==> src/rtl/riscv_dmem_mmio_if.sv <==
// CPU data-side bus: store strobe, byte address, store data and combinational load data.
interface riscv_dmem_mmio_if;
    logic        MemWrite;
    logic [31:0] Mem_WrAddr;
    logic [31:0] Mem_WrData;
    logic [31:0] ReadData;

    modport master (output MemWrite, output Mem_WrAddr, output Mem_WrData, input ReadData);
    modport slave  (input MemWrite, input Mem_WrAddr, input Mem_WrData, output ReadData);
endinterface

==> src/rtl/riscv_dmem_mmio.sv <==
// Data RAM plus MMIO page (GPIO, cycle counter, byte TX FIFO) answering the CPU data bus.
module riscv_dmem_mmio #(
    parameter int          RAM_WORDS  = 64,
    parameter logic [31:0] MMIO_BASE  = 32'hFFFF_0000,
    parameter int          FIFO_DEPTH = 8,
    parameter int          GPIO_W     = 8
) (
    input  logic                 clk,
    input  logic                 reset,
    riscv_dmem_mmio_if.slave     bus,
    input  logic [GPIO_W-1:0]    gpio_in,
    output logic [GPIO_W-1:0]    gpio_out,
    output logic [7:0]           tx_data,
    output logic                 tx_valid,
    input  logic                 tx_ready
);
    localparam int IDX_W = $clog2(RAM_WORDS);
    localparam int PTR_W = $clog2(FIFO_DEPTH);
    localparam int CNT_W = PTR_W + 1;
    localparam logic [31:0]      RAM_BYTES = 32'(RAM_WORDS * 4);
    localparam logic [CNT_W-1:0] DEPTH_C   = CNT_W'(FIFO_DEPTH);

    logic [31:0]       ram_mem  [RAM_WORDS];
    logic [7:0]        fifo_mem [FIFO_DEPTH];

    logic [GPIO_W-1:0] gpio_out_q, gpio_out_d;
    logic [GPIO_W-1:0] sync1_q, sync2_q;
    logic [31:0]       cycle_q, cycle_d;
    logic [PTR_W-1:0]  rd_ptr_q, rd_ptr_d, wr_ptr_q, wr_ptr_d;
    logic [CNT_W-1:0]  count_q, count_d;
    logic              ovf_q, ovf_d;

    logic [31:0]       addr, wdata, rdata;
    logic [7:0]        off;
    logic [IDX_W-1:0]  ram_idx;
    logic              ram_hit, mmio_hit;
    logic              wr_gpio, wr_cycle, wr_tx, wr_status;
    logic              fifo_full, fifo_empty, pop, push_ok;

    assign addr     = bus.Mem_WrAddr;
    assign wdata    = bus.Mem_WrData;
    assign off      = addr[7:0];
    assign ram_idx  = addr[IDX_W+1:2];
    assign ram_hit  = addr < RAM_BYTES;
    assign mmio_hit = addr[31:8] == MMIO_BASE[31:8];

    assign wr_gpio   = bus.MemWrite & mmio_hit & (off == 8'h00);
    assign wr_cycle  = bus.MemWrite & mmio_hit & (off == 8'h08);
    assign wr_tx     = bus.MemWrite & mmio_hit & (off == 8'h0C);
    assign wr_status = bus.MemWrite & mmio_hit & (off == 8'h10);

    assign fifo_full  = count_q == DEPTH_C;
    assign fifo_empty = count_q == '0;
    assign pop        = ~fifo_empty & tx_ready;
    // A pop frees the slot in the same edge, so a full FIFO still accepts a push then.
    assign push_ok    = wr_tx & (~fifo_full | pop);

    always_comb begin
        gpio_out_d = gpio_out_q;
        rd_ptr_d   = rd_ptr_q;
        wr_ptr_d   = wr_ptr_q;
        ovf_d      = ovf_q;
        cycle_d    = wr_cycle ? wdata : cycle_q + 32'd1;
        count_d    = count_q + CNT_W'(push_ok) - CNT_W'(pop);
        if (wr_gpio) gpio_out_d = wdata[GPIO_W-1:0];
        if (pop)     rd_ptr_d   = rd_ptr_q + 1'b1;
        if (push_ok) wr_ptr_d   = wr_ptr_q + 1'b1;
        if (wr_tx & ~push_ok)           ovf_d = 1'b1;
        else if (wr_status & wdata[2])  ovf_d = 1'b0;
    end

    // Storage arrays carry no reset; FIFO emptiness is tracked by count_q alone.
    always_ff @(posedge clk) begin
        if (bus.MemWrite & ram_hit) ram_mem[ram_idx]   <= wdata;
        if (push_ok)                fifo_mem[wr_ptr_q] <= wdata[7:0];
    end

    always_ff @(posedge clk or negedge reset) begin
        if (!reset) begin
            gpio_out_q <= '0;
            sync1_q    <= '0;
            sync2_q    <= '0;
            cycle_q    <= '0;
            rd_ptr_q   <= '0;
            wr_ptr_q   <= '0;
            count_q    <= '0;
            ovf_q      <= 1'b0;
        end else begin
            gpio_out_q <= gpio_out_d;
            sync1_q    <= gpio_in;
            sync2_q    <= sync1_q;
            cycle_q    <= cycle_d;
            rd_ptr_q   <= rd_ptr_d;
            wr_ptr_q   <= wr_ptr_d;
            count_q    <= count_d;
            ovf_q      <= ovf_d;
        end
    end

    always_comb begin
        rdata = 32'h0;
        if (ram_hit) begin
            rdata = ram_mem[ram_idx];
        end else if (mmio_hit) begin
            case (off)
                8'h00:   rdata = 32'(gpio_out_q);
                8'h04:   rdata = 32'(sync2_q);
                8'h08:   rdata = cycle_q;
                8'h10:   rdata = {23'h0, 5'(count_q), 1'b0, ovf_q, fifo_empty, fifo_full};
                default: rdata = 32'h0;
            endcase
        end
    end

    assign bus.ReadData = rdata;
    assign gpio_out     = gpio_out_q;
    assign tx_valid     = ~fifo_empty;
    assign tx_data      = fifo_empty ? 8'h00 : fifo_mem[rd_ptr_q];
endmodule

==> src/flat_wrapper.sv <==
// flat-port wrapper written by rule: the top's interface ports become plain ports
module riscv_dmem_mmio_flat 
#(
    parameter int          RAM_WORDS  = 64,
    parameter logic [31:0] MMIO_BASE  = 32'hFFFF_0000,
    parameter int          FIFO_DEPTH = 8,
    parameter int          GPIO_W     = 8
)
  (clk, reset, gpio_in, gpio_out, tx_data, tx_valid, tx_ready, bus_MemWrite, bus_Mem_WrAddr, bus_Mem_WrData, bus_ReadData);
  riscv_dmem_mmio_if bus_i ();
  input  logic clk;
  input  logic reset;
  input  logic [GPIO_W-1:0] gpio_in;
  output logic [GPIO_W-1:0] gpio_out;
  output logic [7:0] tx_data;
  output logic tx_valid;
  input  logic tx_ready;
  input wire logic [$bits(bus_i.MemWrite)-1:0] bus_MemWrite;
  input wire logic [$bits(bus_i.Mem_WrAddr)-1:0] bus_Mem_WrAddr;
  input wire logic [$bits(bus_i.Mem_WrData)-1:0] bus_Mem_WrData;
  output wire logic [$bits(bus_i.ReadData)-1:0] bus_ReadData;
  assign bus_i.MemWrite = bus_MemWrite;
  assign bus_i.Mem_WrAddr = bus_Mem_WrAddr;
  assign bus_i.Mem_WrData = bus_Mem_WrData;
  assign bus_ReadData = bus_i.ReadData;
  riscv_dmem_mmio #(.RAM_WORDS(RAM_WORDS), .MMIO_BASE(MMIO_BASE), .FIFO_DEPTH(FIFO_DEPTH), .GPIO_W(GPIO_W)) u_core (.clk(clk), .reset(reset), .bus(bus_i), .gpio_in(gpio_in), .gpio_out(gpio_out), .tx_data(tx_data), .tx_valid(tx_valid), .tx_ready(tx_ready));
endmodule
==> config.mk <==
export PLATFORM = sky130hd
export DESIGN_NAME = riscv_dmem_mmio_flat
export DESIGN_NICKNAME = d
export VERILOG_FILES = /design/src/rtl/riscv_dmem_mmio_if.sv /design/src/rtl/riscv_dmem_mmio.sv /design/src/flat_wrapper.sv
export SDC_FILE = /design/constraint.sdc
export NUM_CORES = 2
export LEC_CHECK = 0
export BUFFER_PORTS_ARGS = -buffer_cell sky130_fd_sc_hd__buf_4
export CORE_MARGIN = 5
export CORE_UTILIZATION = 31
export DETAILED_ROUTE_END_ITERATION = 7
export PLACE_DENSITY_LB_ADDON = 0.05
export SETUP_SLACK_MARGIN = 0.4
export SLEW_MARGIN = 40
export SYNTH_ARGS = -nofsm -noshare
export SYNTH_HDL_FRONTEND = slang
export SYNTH_SLANG_ARGS = --single-unit
==> constraint.sdc <==
create_clock -name clk -period 4 [get_ports clk]
set_input_delay 0.8 -clock clk [delete_from_list [all_inputs] [get_ports clk]]
set_output_delay 0.8 -clock clk [all_outputs]
set_load 0.03 [all_outputs]
# Word-level counts from Yosys, hierarchy flattened
# Memories as Yosys holds them, arrays and structs flattened.
# Cells that the tools add are included.
# classes
n_reduce_logical,3
n_mux,11
n_eq_ne,6
n_lt_le_gt_ge,1
n_bitwise,14
add_sub_neg,5
# ops
operator,n
$pmux 32 s4,1
$mux 32,3
$add 32x1->32 const B,1
$lt 32x9->1 const B,1
$eq 24x24->1 const B,1
$eq 8x4->1 const B,2
$and 1x1->1,10
$eq 8x3->1 const B,1
$eq 8x5->1 const B,1
$logic_not 8->1,1
$mux 8,1
$add 3x1->3 const B,2
$mux 1,6
$add 4x1->4,1
$eq 4x4->1 const B,1
$logic_not 4->1,1
$sub 4x1->4,1
$not 1->1,3
$reduce_bool 2->1,1
$or 1x1->1,1
# word_totals
output_inout_bits,49
memories,2
reg_bits,67
elab_cells,50
ramBits,2112
in_bits,76
# mem_list
name,words,word_bits,rd,rd_clocked_by_memory_dff,write_ports,line_no,source
u_core.ram_mem,64,32,1,0,1,riscv_dmem_mmio.sv:23,logic [31:0] ram_mem [RAM_WORDS];
u_core.fifo_mem,8,8,1,0,1,riscv_dmem_mmio.sv:24,logic [7:0] fifo_mem [FIFO_DEPTH];

# Longest topological paths before layout
# logic_depth
depth_word,8
depth_mapped,13
ltp_nobuf,13

# Worst setup path after synthesis
# No wires, ideal clock.
# synth_path
kind,input to register
startpoint,input bus_Mem_WrAddr[9]
endpoint,"memory u_core.ram_mem[12][0], enable pin"
stages,7
t_arrival_ns,3.679
t_required_ns,3.579
path_buffers,1
setup_slack_ns,-0.100
setup_time_ns,0.421
path_cell_list,nor4_1 > nand2_1 > or2_1 > buf_2 > nor2_1 > nand3_1 > nor2_1
# synth_via
elab_chain_cells,4
# synth_lines
element,line_no,source
from (decl),flat_wrapper.sv:19,input wire logic [$bits(bus_i.Mem_WrAddr)-1:0] bus_Mem_WrAddr;
$lt 32x9->1,riscv_dmem_mmio.sv:44,assign ram_hit = addr < RAM_BYTES;
$and 1x1->1,riscv_dmem_mmio.sv:74,if (bus.MemWrite & ram_hit) ram_mem[ram_idx] <= wdata;
$mux 1,riscv_dmem_mmio.sv:74,
$mux 1 (implied by the code),riscv_dmem_mmio.sv:74,
to (decl),riscv_dmem_mmio.sv:23,
# No other way between the ends.

# Final worst setup path
# layout_path
startpoint,input bus_Mem_WrAddr[2]
endpoint,output bus_ReadData[3]
# layout_via
elab_chain_cells,4
# layout_lines
element,line_no,source
"parallel branches: the longest is 3 deep, another holds $lt 32x9->1",-,
$mux 32 (*),riscv_dmem_mmio.sv:102,if (ram_hit) begin
to (decl),flat_wrapper.sv:21,output wire logic [$bits(bus_i.ReadData)-1:0] bus_ReadData;
# Mark *: on every way between the ends.

==> results.txt <==
After the first detailed-routing iteration, the DRC count stood at 4469. The tool flagged a number of max-cap violations equal to 0. The multi-input combinational cells in the finished layout cover a total of 19900 um2. Synthesis inferred 2179 register bits.

For the core area, the log shows 271000 um2. In this run the vertical extent of the chip is 532 um. For this run, the total global-route usage over all layers was measured as 22.0%. The run gives 0 as the number of failing hold endpoints at the final stage. The beginning of the worst hold path is gpio_in[0]. Global routing finished with a remaining overflow of 0.

Clock-pin slew was measured on the worst setup and hold paths at 0.06 ns. For the DRC violation count after routing, the log shows 0. The switching part of the total works out to 22.5%.

At the pin with the least slew margin, the transition time is 0.856 ns. After the last flow step, the layout net total stands at 5140. I/O pin count: 125.

Tracing the worst setup path back leads to its startpoint at bus_Mem_WrAddr[2]. For this configuration, the core starts out at a cell density of 31.2%. Of the total power, the clock network draws 44.1%. TritonCTS built the clock tree. The run gives 47400 as the number of global-route vias before repair.

Counting the fill cells in the layout gives 24400. Dividing the final minimum period by the clock period gives 112%. Counting flops with an async set or reset pin after synthesis yields a share of 3.07%. Clock sink count: 2179. The logs give 75 for the largest net degree at the start of global routing and 191 for the number of rows in the core area. The total number of vias was 46300.

Yosys printed 0 warnings. The synthesized netlist cell count was 4052. The cell accounting for the most synthesized area is sky130_fd_sc_hd__edfxtp_1. The mapped netlist covers 84500 um2. The share of synthesized area in the top cell type comes to 75.0%. The flow ran to the end, but the final reports show violations. Each instance of the synthesized netlist takes up on average 20.9 um2. After layout, the minimum clock period comes to 4.47 ns. Synthesis produced a netlist with a net count of 4138. Across the VDD grid, the largest voltage drop is 0.344 mV.

The design draws 51800 uW. Cells fill 40.1% of the core in the end. For the worst setup skew after layout, the log shows 0.0180 ns. Registers take 65100 um2. The path type of the worst setup path is in2out.

Data arrives at the worst endpoint at 3.67 ns. For this block, the routed nets add up to 318000 um of wire. Signed area change from the synthesized netlist to the final layout: 28.5%.

First-pass GRT wire length: 429000 um. For this design the ratio of total power to cell area is 477 nW/um2. The worst setup margin was -0.470 ns; the worst-skew pair later-pin latency was 0.83 ns.

The analysis attributes to cell leakage a power of 0.0360 uW. The routed length per instance is 36.1 um, and the number of input and output port buffers inserted is 124. The startpoint identified for the worst register-to-register timing path is u_core.count_q[2]. In the final layout, the share of cells above drive strength 1 is 38.4%.

From left edge to right edge, the die measures 532 um. Routability-driven placement finished with a final weighted congestion of 0.770. Clock root buffer: sky130_fd_sc_hd__clkbuf_16. By area the synthesized netlist is led by sky130_fd_sc_hd__edfxtp_1 (75%), sky130_fd_sc_hd__mux4_2 (12%), sky130_fd_sc_hd__mux2i_1 (3.1%).

For the peak clock frequency supported by timing, the log shows 224 MHz. Sequential cells were found to cover 77.0% of the synthesized design area. By instance count, the leading cell after synthesis is sky130_fd_sc_hd__edfxtp_1.

Setup repair after global routing could not meet its margin everywhere. The detailed placement HPWL was 203000 um. In the routed layout, each cell is associated on average with a via count of 5.26. Among all flip-flop cells after synthesis, the most frequent one is sky130_fd_sc_hd__edfxtp_1.

The run gives 40100 uW as the internal power contribution. The logs give 13 for the initial antenna violation count and 7.3% for the share of power burned in combinational logic. STA classifies the critical path endpoint as an output pin. The final reports fail on negative setup slack. Setup violations remaining at the end of the flow were counted as 25.

The number of flops mapped to enable cells by yosys is 2112, and the worst slew slack as a fraction of its limit is 43.0%. In this run, CTS created clock tree buffers numbering 266. The logs give 48.6% for the sequential share of power and 5 for the CTS H-tree depth. The run gives 0 as the final number of max-transition violations.

The path class of the tightest hold or removal check is in2reg. Largest driver fanout on the critical path: 7. The commonest cells after synthesis are sky130_fd_sc_hd__edfxtp_1 (2112), sky130_fd_sc_hd__mux4_2 (433), sky130_fd_sc_hd__mux2i_1 (258), sky130_fd_sc_hd__a22oi_1 (171), sky130_fd_sc_hd__nor2_1 (154). Data on the critical path is required at its endpoint by 3.20 ns.

The die covers 283000 um2. For the iteration count of the initial detailed-routing pass, the log shows 5. The logs give 71 for the number of distinct library cell variants in the gate-level netlist after synthesis and 4 for the maximum clock insertion buffer count. The worst setup path is launched from an input pin. The antenna violation net count after detailed routing was 0; the switching power summed over all nets was 11700 uW.
==> metal layers <==
| layer | vias to the layer above | GRT usage [%] | part of all wire, % |
|---|---|---|---|
| li1 | 19000 | - | - |
| met5 | - | 0 | 0.0066 |
| met3 | 341 | 2.57 | 4.0 |
| met1 | 25700 | 31.3 | 45 |
| met4 | 4 | 4.91 | 2.5 |
| met2 | 1280 | 36.6 | 48 |
==> cell families (layout without fill, tap and decap cells) <==
family	after synthesis	in the layout	synth area share, %
fa+ha+maj	10	10	0.157
flops	2179	2179	77.0
buf+inv	235	1415	1.55
simple gates	483	483	2.74
compound gates	403	403	3.36
mux	706	706	14.8
xor+xnor	36	36	0.373
other cells	0	4	0
==> state kept, by name, indices dropped and copies added, names as in the netlist <==
register         flops
u_core.sync2_q       8
u_core.ovf_q         1
u_core.count_q       4
u_core.gpio_out      8
u_core.ram_mem    2048
u_core.sync1_q       8
u_core.wr_ptr_q      3
u_core.rd_ptr_q      3
u_core.cycle_q      32
u_core.fifo_mem     64
==> power by group through the flow <==
stage,logic [uW],registers (uW),clock network (uW)
final,3800,25200,22800
after global routing,4020,25200,24400
after CTS,3770,25200,23500
after detailed placement,3480,25700,0
after global placement,3470,25700,0
after floorplan,1640,25600,0
==> critical path, stage by stage <==
cell and delay [ns]:
sky130_fd_sc_hd__buf_16 0.14, sky130_fd_sc_hd__buf_16 0.19, sky130_fd_sc_hd__buf_8 0.14, sky130_fd_sc_hd__mux4_2 0.49
sky130_fd_sc_hd__a22oi_2 0.28, sky130_fd_sc_hd__buf_4 0.19, sky130_fd_sc_hd__nand4_1 0.33, sky130_fd_sc_hd__buf_4 0.28
sky130_fd_sc_hd__a222oi_1 0.33, sky130_fd_sc_hd__buf_4 0.20, sky130_fd_sc_hd__o21ai_4 0.06, sky130_fd_sc_hd__buf_6 0.15
==> through the flow <==
stage | setup TNS [ns] | area, um2 | cells | worst slack [ns] | hold WS, ns
5_1_grt | -5.48 | 109000 | 8804 | -0.422 | 0.0115
3_3_place_gp | -14.44 | 97000 | 8222 | -1.50 | 0.339
4_1_cts | -4.59 | 108000 | 8761 | -0.446 | 0.000527
6_report | -3.56 | 109000 | 8806 | -0.470 | 0.0736
3_5_place_dp | -13.03 | 97100 | 8225 | -0.978 | 0.336
2_1_floorplan | -72.57 | 84500 | 4052 | -0.0997 | 0.331
==> placed cells by master (no fill, tap or decap), drive strengths merged, types with 15 or more instances in the layout <==
master  count
mux2i     258
o21ai      29
bufinv     15
a21oi      76
nor4       19
mux2       15
a22oi     171
edfxtp   2112
clkbuf    339
nand2     117
mux4      433
nor3       23
nand3      80
clkinv     86
buf       951
xnor2      19
o22ai      24
dfrtp      67
nand4      23
nor2      155
xor2       17
inv        19
==> timing repair <==
| item | in CTS | in global routing |
|---|---|---|
| pin swaps | 82 | 65 |
| endpoints found under the setup margin | 39 | 35 |
| cloned | 7 | 0 |
| buffers inserted | 80 | 35 |
| resized for setup | 330 | 114 |
| hold buffers | 3 | 0 |
| hold endpoints to repair | 69 | 0 |
==> final timing paths <==
check	slack [ns]	endpoint	depth (start not counted)
worst max-delay path	-0.47	bus_ReadData[3]	12
worst min-delay path	0.07	u_core.sync1_q[0]	1
worst max register to register	1.23	u_core.count_q[2]	13
worst min register to register	0.35	u_core.sync2_q[0]	0
max in group asynchronous	2.92	u_core.cycle_q[20]	2
min in group asynchronous	0.57	u_core.rd_ptr_q[2]	2
==> final cells by class <==
cell class | instances | area share (%)
sequential | 2179 | 59.9
multi-input combinational | 1638 | 18.4
timing repair buffer | 956 | 10.1
clock buffer | 339 | 6.54
tap | 3570 | 4.11
clock inverter | 107 | 0.882
inverter | 13 | 0.0576
antenna | 4 | 0.00921
(Power assumes the default switching activity.)
